**src/rtl/loader_pkg.sv**
```systemverilog
// loader_pkg: shared widths and FSM states for the instruction memory loader
package loader_pkg;
    localparam int INSTR_W = 19;
    localparam int ADDR_W = 12;
    typedef enum logic [3:0] {IDLE, LEN_HI, LEN_LO, B0, B1, B2, WRITE, CHK, DONE, ERR} state_t;
    function automatic logic accepts_byte(state_t s);
        return s inside {LEN_HI, LEN_LO, B0, B1, B2, CHK};
    endfunction
endpackage

```
**src/rtl/xor_accumulator.sv**
```systemverilog
// xor_accumulator: 8-bit running XOR with synchronous clear
module xor_accumulator (
    input  logic       clk,
    input  logic       rst,
    input  logic       clr,
    input  logic       en,
    input  logic [7:0] din,
    output logic [7:0] acc
);
    always_ff @(posedge clk or negedge rst)
        if (!rst) acc <= '0;
        else acc <= clr ? 8'h00 : en ? acc ^ din : acc;
endmodule

```
**src/rtl/imem_loader.sv**
```systemverilog
// imem_loader: streams length-prefixed, checksummed instructions into IM and gates core reset
module imem_loader
    import loader_pkg::*;
#(
    parameter int INSTR_LEN = INSTR_W,
    parameter int ADDR_LEN = ADDR_W
) (
    input  logic                 clk,
    input  logic                 rst,
    input  logic                 start,
    input  logic                 byte_valid,
    input  logic [7:0]           byte_data,
    output logic                 byte_ready,
    output logic                 im_we,
    output logic [ADDR_LEN-1:0]  im_waddr,
    output logic [INSTR_LEN-1:0] im_wdata,
    output logic                 core_hold,
    output logic                 busy,
    output logic                 done,
    output logic                 error,
    output logic [ADDR_LEN-1:0]  word_count
);
    state_t state;
    logic [ADDR_LEN-1:0] len;
    logic [INSTR_LEN-1:0] data;
    logic [7:0] acc;
    logic idle_like, take;
    assign idle_like = state inside {IDLE, DONE, ERR};
    assign byte_ready = accepts_byte(state);
    assign take = byte_valid && byte_ready;
    assign im_we = state == WRITE;
    assign im_waddr = word_count;
    assign im_wdata = data;
    xor_accumulator u_acc (
        .clk (clk),
        .rst (rst),
        .clr (idle_like && start),
        .en  (take && state != CHK),
        .din (byte_data),
        .acc (acc)
    );
    always_ff @(posedge clk or negedge rst)
        if (!rst) begin
            state <= IDLE;
            len <= '0;
            data <= '0;
            word_count <= '0;
            core_hold <= 1'b1;
            busy <= 1'b0;
            done <= 1'b0;
            error <= 1'b0;
        end else begin
            case (state)
                IDLE, DONE, ERR: if (start) begin
                    state <= LEN_HI;
                    done <= 1'b0;
                    error <= 1'b0;
                    word_count <= '0;
                    busy <= 1'b1;
                    core_hold <= 1'b1;
                end
                LEN_HI: if (byte_valid) begin
                    if (byte_data[7:4] != 4'h0) begin
                        state <= ERR;
                        busy <= 1'b0;
                        error <= 1'b1;
                    end else begin
                        len[11:8] <= byte_data[3:0];
                        state <= LEN_LO;
                    end
                end
                LEN_LO: if (byte_valid) begin
                    len[7:0] <= byte_data;
                    state <= {len[11:8], byte_data} == 12'd0 ? CHK : B0;
                end
                B0: if (byte_valid) begin
                    if (byte_data[7:3] != 5'd0) begin
                        state <= ERR;
                        busy <= 1'b0;
                        error <= 1'b1;
                    end else begin
                        data[18:16] <= byte_data[2:0];
                        state <= B1;
                    end
                end
                B1: if (byte_valid) begin
                    data[15:8] <= byte_data;
                    state <= B2;
                end
                B2: if (byte_valid) begin
                    data[7:0] <= byte_data;
                    state <= WRITE;
                end
                WRITE: begin
                    word_count <= word_count + 1'b1;
                    state <= ADDR_LEN'(word_count + 1'b1) == len ? CHK : B0;
                end
                CHK: if (byte_valid) begin
                    busy <= 1'b0;
                    if (byte_data == acc) begin
                        state <= DONE;
                        done <= 1'b1;
                        core_hold <= 1'b0;
                    end else begin
                        state <= ERR;
                        error <= 1'b1;
                    end
                end
                default: state <= IDLE;
            endcase
        end
endmodule

```
**config.mk**
```make
export PLATFORM = sky130hd
export DESIGN_NAME = imem_loader
export DESIGN_NICKNAME = d
export VERILOG_FILES = /design/src/rtl/loader_pkg.sv /design/src/rtl/xor_accumulator.sv /design/src/rtl/imem_loader.sv
export SDC_FILE = /design/constraint.sdc
export NUM_CORES = 1
export LEC_CHECK = 0
export ABC_AREA = 0
export CAP_MARGIN = 20
export CORE_MARGIN = 5
export CORE_UTILIZATION = 35
export DETAILED_ROUTE_END_ITERATION = 10
export GPL_TIMING_DRIVEN = 0
export PLACE_DENSITY = 0.61
export SLEW_MARGIN = 25
export SYNTH_ARGS = -nofsm -noshare
export SYNTH_HDL_FRONTEND = slang
export SYNTH_SLANG_ARGS = --single-unit
```
**constraint.sdc**
```tcl
create_clock -name clk -period 2.2 [get_ports clk]
set_input_delay 0.55 -clock clk [delete_from_list [all_inputs] [get_ports clk]]
set_output_delay 0.55 -clock clk [all_outputs]
set_load 0.05 [all_outputs]
```
Yosys cells after proc, flatten, opt, wreduce, memory -nomap -nowiden
Cells that the tools add are included.
{"block": "op_classes", "n_addsub": 1, "eq_ne": 23, "n_mux": 38, "n_bitwise": 3, "reduce_logical": 24}
{"cell": "2-to-1 mux 4 bit", "count": 9}
{"cell": "one-hot mux 4 bit (8 select lines)", "count": 1}
{"cell": "one-hot mux 12 bit (2 select lines)", "count": 1}
{"cell": "2-to-1 mux 1 bit", "count": 18}
{"cell": "== test 4 x 3 -> 1 bit, second input constant", "count": 4}
{"cell": "2-to-1 mux 8 bit", "count": 2}
{"cell": "inequality test 2 bit, second input constant", "count": 8}
{"cell": "AND reduction 7 bit", "count": 2}
{"cell": "adder 12 x 1 -> 12 bit, second input constant", "count": 1}
{"cell": "== test 12 bit", "count": 1}
{"cell": "zero test 12 bit", "count": 1}
{"cell": "2-to-1 mux 12 bit", "count": 1}
{"cell": "== test 4 x 2 -> 1 bit, second input constant", "count": 2}
{"cell": "== test 4 bit, second input constant", "count": 2}
{"cell": "== test 8 bit", "count": 1}
{"cell": "one-hot mux 1 bit (4 select lines)", "count": 2}
{"cell": "AND reduction 2 bit", "count": 4}
{"cell": "AND reduction 8 bit", "count": 1}
{"cell": "nonzero test 4 bit", "count": 2}
{"cell": "XOR 8 bit", "count": 1}
{"cell": "2-to-1 mux 3 bit", "count": 2}
{"cell": "inequality test 2 x 1 -> 1 bit, second input constant", "count": 3}
{"cell": "AND reduction 3 bit", "count": 2}
{"cell": "nonzero test 2 bit", "count": 3}
{"cell": "other kinds (11)", "count": 15}
{"block": "totals", "register_bits": 59}

Longest topological paths before layout
Gate-level depths: netlist of the first run.
{"block": "depth", "depth_word": 6, "mapped_depth": 8, "depth_no_buf": 7}

Cells and area by module
From an unflattened synthesis of the first run, not the netlist that was laid out.
{"block": "hier_totals", "hier_cells": 323, "area_unflattened_um2": 3250.6}
{"mod": "imem_loader", "instances": 1, "cells_each": 288, "area_each_um2": 2840.2, "seq_area_each_um2": 1277.5}
{"mod": "xor_accumulator", "instances": 1, "cells_each": 35, "area_each_um2": 410.4, "seq_area_each_um2": 200.2}

Least setup slack after synthesis of the first run
No wires, ideal clock.
{"block": "synth_timing", "kind": "register -> output", "startpoint": "reg state[1]", "endpoint": "out byte_ready", "arrival_ns": 1.695, "required_ns": 1.650, "slack_ns": -0.045, "path_stages_with_launch": 5, "path_buffers": 2, "path_cell_list": "dfrtp_1 buf_2 buf_1 xnor2_1 a21oi_1"}
{"block": "synth_between", "elab_chain_cells": 2}
{"element": "start, declared", "line_no": "imem_loader.sv:23", "rtl": "state_t state;"}
{"element": "start signal, assigned", "line_no": "imem_loader.sv:74", "rtl": "state <= {len[11:8], byte_data} == 12'd0 ? CHK : B0;"}
{"element": "start signal, assigned", "line_no": "imem_loader.sv:96", "rtl": "state <= ADDR_LEN'(word_count + 1'b1) == len ? CHK : B0;"}
{"element": "== test 4 x 1 -> 1 bit (tied with other cells)", "line_no": "loader_pkg.sv:7", "rtl": "return s inside {LEN_HI, LEN_LO, B0, B1, B2, CHK};"}
{"element": "nonzero test 6 bit *", "line_no": "loader_pkg.sv:7"}
{"element": "end, declared", "line_no": "imem_loader.sv:13", "rtl": "output logic byte_ready,"}
Every way passes the cells marked *; elsewhere a longest branch is shown, timed or not.

Final worst setup path of the first run
{"block": "layout_timing", "startpoint": "reg word_count[3], in the netlist im_waddr[3]", "endpoint": "out word_count[3]"}
{"element": "start, declared", "line_no": "imem_loader.sv:21", "rtl": "output logic [ADDR_LEN-1:0] word_count"}
{"element": "start signal, assigned", "line_no": "imem_loader.sv:95", "rtl": "word_count <= word_count + 1'b1;"}
No word-level cell between the ends.

==> results.md, run 1 <==
- The flow ran to the end, and the final reports show no timing, DRC or antenna violations.
- Sorting the synthesized cells by area gives the leading types as sky130_fd_sc_hd__dfrtp_1, sky130_fd_sc_hd__o21ai_0, sky130_fd_sc_hd__mux2_2.
- In this run the worst hold path is classified as in -> async.
- Entering global routing, the biggest net connects 50 pins.
- The share of total power dissipated in the clock network is 24.2%.
- The number of DRC violations after detailed routing is 0.
- Summed over all nets, the half-perimeter wirelength after detailed placement is 5.89 mm.
- The largest individual stage delay along the critical path comes from the cell sky130_fd_sc_hd__clkdlybuf4s50_1.
- The detailed route wirelength on metal3 is 481 um.
- In this run, synthesis inferred 0 flip-flops with an integrated enable.
- Across the routed clock network, the largest skew measured is 0.00986 ns.
- The sort of element at the end of the critical path is an output port.
- The met2 wirelength from detailed routing is 3.80 mm.
- The die outline area is 0.0111 mm2.
- The layout-stage area growth over the synthesis result is 33.6%.
- For the finished layout, the period the worst path requires is 2.14 ns.
- The worst endpoint data arrival time is 1.59 ns.
- The number of antenna violations at the first check in global routing came to 0.
- The total clock sinks is 59.
- The detail route stage leaves a number of antenna-violating nets equal to 0.
- The synthesis warning total is 0.
- The average via count per standard cell is 5.30.
- On the worst path, the slowest cell contributes a delay of 0.79 ns.
- The normalized max-slew margin is 57.9%.
- Dividing the synthesized area by the synthesized cell count gives 9.49 um2.
- The most used flip-flop cell after synthesis is sky130_fd_sc_hd__dfrtp_1.
- In the global route stage, overall resource usage came out at 15.1%.
- The peak fanout along the critical path is 3.
- Of all flip-flops after synthesis, the portion carrying an async set or reset was 100%.
- The power density over cell area is 1100 mW/mm2.
- The placeable core area is 0.00881 mm2.
- Setup repair after global routing left no endpoint under its margin.
- The worst slack after detailed placement is -0.572 ns.
- The die is 105 um tall.
- Counting tap cells, the placed design contains a total of 504 instances.
- The hold violation count in the final report is 0.
- Traced cell by cell, the critical path runs through buf_4 -> clkdlybuf4s50_1.
- The via count of the first global-routing pass is 2726.
- The length of routed wiring on met1 is 3.68 mm.
- Yosys mapped the design onto 52 distinct sky130hd cell types.
- The effective utilization at floorplan is 36.1%.
- The maximum clock insertion buffer count is 2.
- After clock tree synthesis, the clock-pin slew on the worst setup and hold paths is 0.07 ns.
- Global routing finished with a remaining overflow of 0.
- The number of setup violations in the final report is 0.
- The global placement routability congestion is 0.898.
- The number of hold-repair buffers added at the cts stage is 0.
- The final setup TNS is 0 ns.
- The width of the chip is 105 um.
- The first detailed-routing pass took 4 iterations.
- In this run, the number of DRC markers left after iteration 0 of detailed routing was 119.
- The routed layout has 2772 vias.
- The xor-xnor portion of the synthesized cell area is 4.41%.
- The transition time of the tightest slew-check pin is 0.628 ns.
- Clock tree synthesis selected as its root buffer the cell sky130_fd_sc_hd__clkbuf_8.
- The clock network latency to the later pin of the worst-skew pair is 0.34 ns.
- STA classifies the critical path startpoint as a flip-flop.
- The power consumption is 4.66 mW.
- Max-cap violations in this run came to 0.
- The biggest area contributor in the post-synthesis netlist is sky130_fd_sc_hd__dfrtp_1.
- The count of state elements after synthesis is 59.
- The number of standard-cell rows in the floorplan is 34.
- For this run, the top clock speed supported by timing is 468 MHz.
- Net switching is 39.5% of the power.
- The synthesized netlist devotes 16.7% of its cell area to compound gates.
- The first-pass GRT wire length is 13.5 mm.
- Of the cells placed in the final design, the portion with a size suffix greater than 1 is 19.3%.
- Once routing completed, OpenROAD measured the worst setup slack at 0.0628 ns.
- The H-tree level count is 3.
- The final critical path takes up 97.1% of the cycle.
- The leakage power figure is 1.97 nW.
- The fraction of post-synthesis cell area in the top cell type by area is 45.7%.
- The sequential share of the synthesized area is 46.5%.
- TritonCTS built the clock tree.
- VDD sags by at most 612 uV.
- Ranked by instance count, the synthesized netlist is headed by sky130_fd_sc_hd__dfrtp_1, sky130_fd_sc_hd__o21ai_0, sky130_fd_sc_hd__nand2_1.
- The dominant combinational cell family by area after synthesis is simple AND/OR/NAND/NOR gates.
- The mapped netlist covers 0.00318 mm2.
- The worst path required time is 1.65 ns.
- The final non-filler cell total is 523.
- The combinational share of power is 41.1%.
- The switching power total is 1.84 mW.
- By instance count, the leading cell after synthesis is sky130_fd_sc_hd__dfrtp_1.
- The number of nets at the end of the flow is 423.
- The number of CTS-inserted buffers is 9.
- The post-synthesis net count is 348.
- Of the total power, registers draw 34.7%.
- After detailed routing, the average wire length per cell comes to 15.6 um.
- The number of diodes is 0.
- The count of buffers inserted at the top-level ports is 60.
- The number of instances in the synthesized netlist is 335.
- The proportion of synthesized area in mux cells is 6.34%.
- For this design the top-level I/O count stands at 61.
- The max-slew violation total from the final report came to 0.
- The post-detailed-routing wire length is 8.14 mm.
- The simple-gate portion of the synthesized area is 19.4%.
- The fraction of the mapped netlist area in adder cells is 0.394%.
- The internal power contribution is 2.82 mW.
- The category of the critical setup timing path is reg -> out.
- The highest layer touched by signal routing is met4.
==> worst max-delay path: cells and delay by family, from the launching register on <==
kind,cells,cell delay (ns)
buffers and inverters,2,0.90
DFF,1,0.36
==> layout make-up <==
type / instances / area (um2)
inverters: 9 / 33.8
well taps: 108 / 135
clock buffers: 12 / 155
clock inverters: 4 / 72.6
plain buffers: 29 / 175
fillers: 839 / 4560
repair buffers: 64 / 641
flip-flops and latches: 59 / 1480
multi-input cells: 238 / 1550
==> metal layers <==
| metal | track usage (%) | vias to the layer above |
|---|---|---|
| li1 | - | 1328 |
| met1 | 19.1 | 1341 |
| met2 | 23.9 | 85 |
| met3 | 4.10 | 18 |
| met4 | 7.50 | 0 |
| met5 | 0 | - |
==> what timing repair did <==
item / CTS / global route
pin swaps: 0 / 2
setup buffers: 0 / 3
resized for setup: 40 / 22
setup endpoints to repair: 38 / 13
==> placed cells by master, fill, tap and decap left out, drive strengths merged, types with 2 or more instances in the layout <==
cell type	count
nor2b	11
o22ai	2
a22o	4
mux2	17
a22oi	2
nand2	36
and3	4
nor4	4
dfrtp	58
nor2	22
buf	25
a31oi	4
dlygate4sd2	15
xnor2	12
nand2b	6
clkbuf	24
bufinv	2
clkdlybuf4s50	32
nor3	8
xor2	4
o41ai	2
o21ai	46
inv	9
clkdlybuf4s15	2
dlymetal6s2s	7
a21oi	9
nand4	5
a211oi	2
o31ai	8
nand3	12
==> cell families after synthesis <==
group           count (synthesis)
xor+xnor                       16
buf+inv                        38
simple gates                  116
fa+ha+maj                       1
mux                            18
compound gates                 87
flops                          59
==> worst paths after layout <==
kind	startpoint	endpoint	cells after the start	slack, ns
setup reg to reg	im_waddr[0]	state[2]	7	0.21
setup / recovery	im_waddr[3]	word_count[3]	2	0.06
min in group clk	core_hold	core_hold	2	0.48
max in group asynchronous	rst	core_hold	2	1.62
hold / removal	rst	im_waddr[2]	1	0.05
hold reg to reg	core_hold	core_hold	2	0.48
==> sequential cells by signal, summed over array words and instances (netlist names) <==
name and count:
len 12, error 1, busy 1, im_waddr 12
state 4, done 1, u_acc.acc 8, im_wdata 19
core_hold 1
==> power by group through the flow <==
stage / Clock [mW] / Sequential (mW) / Combinational, mW
final: 1.13 / 1.62 / 1.92
after global routing: 1.21 / 1.66 / 2.07
after detailed placement: 0 / 1.63 / 1.90
after global placement: 0 / 1.61 / 1.86
after CTS: 1.16 / 1.62 / 1.92
after floorplan: 0 / 2.10 / 0.812
==> per-stage QoR <==
step | instance area [um2] | util, % | hold slack (ns)
after floorplan | 3180 | - | 0.254
after global placement | 3920 | 44.5 | 0.465
after detailed placement | 3940 | 44.8 | 0.410
after CTS | 4190 | 47.5 | 0.0356
after global routing | 4250 | 48.2 | 0.0397
final | 4250 | 48.2 | 0.0474
No activity file was read; power rests on OpenSTA's default activity.
==> inputs of run 2 (changes only) <==
--- a/config.mk
+++ b/config.mk
@@ -12,7 +12,6 @@
 export DETAILED_ROUTE_END_ITERATION = 10
 export GPL_TIMING_DRIVEN = 0
 export PLACE_DENSITY = 0.61
-export SLEW_MARGIN = 25
 export SYNTH_ARGS = -nofsm -noshare
 export SYNTH_HDL_FRONTEND = slang
 export SYNTH_SLANG_ARGS = --single-unit
==> run 2 against run 1 <==
  * Design area shrank 1.7%
  * Critical endpoint is now word_count[6]
  * Routed wire length shrank 2.0%
  * Setup slack lost 0.010 ns
  * Die area is the same
==> results.md, run 2 (synthesized netlist as in run 1, its figures left out) <==
- The repair_antennas step left the layout with diodes totalling 0.
- The count of buffers inserted at the top-level ports is 60.
- The portion of the clock cycle consumed by the worst path in the final layout is 97.6%.
- Leaving out fill and tap cells, the most frequent cell in the layout is sky130_fd_sc_hd__dfrtp_1.
- The flow ran to the end, and the final reports show no timing, DRC or antenna violations.
- In this run the deepest clock path goes through 2 buffers.
- For the worst setup path, the data required time is 1.65 ns.
- The effective utilization at floorplan is 36.1%.
- The register with the most flip-flops in the layout has 19 of them.
- The first global-routing pass estimated 13.3 mm of wire.
- The number of CTS-inserted buffers is 9.
- The congestion estimate from routability-driven global placement came to 0.898.
- Relative to the synthesized area, the layout overhead comes to 31.3%.
- The H-tree level count is 3.
- VDD sags by at most 654 uV.
- Global routing consumed, over all layers together, 14.9% of the routing resources.
- In the post-route analysis, the smallest setup slack over all paths is 0.0526 ns.
- Including well taps, the total number of placed cells is 504.
- The final non-filler cell total is 519.
- Setup repair after global routing left no endpoint under its margin.
- Summed over all layers, the routed wires come to 7.97 mm.
- For this run, the post-layout net count is 420.
- In the layout the commonest cells are sky130_fd_sc_hd__dfrtp_1, sky130_fd_sc_hd__o21ai_0, sky130_fd_sc_hd__nand2_1.
- In this run, the number of DRC markers left after iteration 0 of detailed routing was 131.
- The width of the chip is 105 um.
- The transition time of the tightest slew-check pin is 0.708 ns.
- After floorplanning, the core was divided into 34 placement rows.
- Once detail routing completed, the nets flagged for antenna violations numbered 0.
- STA classifies the critical path endpoint as an output port.
- During I/O placement, the number of pins put on the boundary was 61.
- The critical path in this run is classified as reg -> out.
- The tool flagged a number of max-cap violations equal to 0.
- The via count is 2735.
- The share of final-layout standard cells stronger than drive strength 1 is 17.8%.
- The power density over cell area is 1080 mW/mm2.
- The final setup TNS is 0 ns.
- For this design the static power due to leakage is 1.90 nW.
- The upper clock frequency limit is 466 MHz.
- The hold violation count in the final report came to 0.
- The wire length per cell is 15.4 um.
- Data on the critical path arrives at its endpoint at 1.60 ns.
- The total clock sinks is 59.
- The max-slew violation total from the final report came to 0.
- The via count of the first global-routing pass is 2695.
- The total iterations of the first detailed-routing run is 4.
- The startpoint of the worst register-to-register path is im_waddr[1].
- Summed over all layers, the global routing overflow is 0.
- The clock transition at the register clock pins on the worst setup and hold paths after CTS is 0.06 ns.
- From bottom edge to top edge, the die measures 105 um.
- The worst slack after detailed placement is -0.585 ns.
- Measured against its own limit, the worst slew margin works out to 52.8%.
- The most critical setup path has its startpoint at im_waddr[6].
- The die covers 0.0111 mm2.
- The placeable core area is 0.00881 mm2.
- The number of DRC violations after detailed routing is 0.
- The class of the tightest hold or removal check is in -> async.
- The HPWL reported at the end of detailed placement is 5.86 mm.
- Along the worst path, the maximum fanout reaches 3.
- The clock network latency to the later pin of the worst-skew pair is 0.33 ns.
- Entering global routing, the biggest net connects 32 pins.
- The setup clock skew after layout is 0.00889 ns.
- The root buffer cell chosen for the clock tree is sky130_fd_sc_hd__clkbuf_8.
- The number of antenna violations at the first check in global routing is 0.
- Setup violations remaining at the end of the flow were counted as 0.
- The sort of element at the start of the critical path is a flip-flop.
- The minimum period implied by the final worst setup slack is 2.15 ns.
- The clock tree from TritonCTS is built.
- In the routed layout, each cell is associated on average with a via count of 5.27.
[run 2: cell types whose count changed in the layout (fill, tap and decap cells not counted), sizes merged]
cell / delta
clkinvlp: -1
clkdlybuf4s50: +2
buf: -3
bufinv: -1
dlymetal6s2s: -3
dlygate4sd2: +1
clkbuf: +1
[run 2: through the flow]
step | instance area [um2] | hold slack (ns) | utilization [%] | total power [mW]
after floorplan | 3180 | 0.254 | - | 2.91
after global placement | 3920 | 0.465 | 44.5 | 3.48
after detailed placement | 3930 | 0.473 | 44.7 | 3.52
after CTS | 4120 | 0.280 | 46.7 | 4.52
after global routing | 4170 | 0.316 | 47.4 | 4.79
final | 4170 | 0.268 | 47.4 | 4.51
[run 2: critical path, cell delays in order (launching register included)]
cell	delay, ns
sky130_fd_sc_hd__dfrtp_1	0.37
sky130_fd_sc_hd__buf_4	0.11
sky130_fd_sc_hd__clkdlybuf4s50_1	0.79
[run 2: final timing paths]
kind                                       to  slack [ns]  cells after the start
worst max-delay path            word_count[6]        0.05                      2
worst min register to register           busy        0.48                      1
max in group asynchronous             len[10]        1.31                      2
worst max register to register       state[2]        0.18                      7
min in group clk                         busy        0.48                      1
worst min-delay path              im_waddr[2]        0.27                      1
[run 2: layout make-up]
cell class	count	area (um2)
multi-input combinational	238	1560
buffer	29	175
clock inverter	2	35.0
sequential	59	1480
inverter	9	33.8
clock buffer	13	159
tap	108	135
timing repair buffer	61	599
fill	848	4630
[run 2: power breakdown]
part           leakage (nW)  total, mW  switching (mW)  internal [mW]
Combinational          1.02       1.91            1.19          0.727
Sequential            0.776       1.62           0.222           1.39
Clock                0.0995      0.983           0.405          0.578
[run 2: timing repair]
action / 4_1_cts / 5_1_grt
endpoints found under the setup margin: 36 / 19
buffers inserted: 0 / 0
resized for setup: 37 / 24
pin swaps: 0 / 2
hold buffers: 0 / 0
[run 2: metal layers]
layer  vias up  track usage [%]  wire (um)
met5         -                0          0
met2        91             24.5       3720
met4         0             5.34         95
met1      1303             18.7       3630
li1       1330                -          -
met3        11             4.22        527
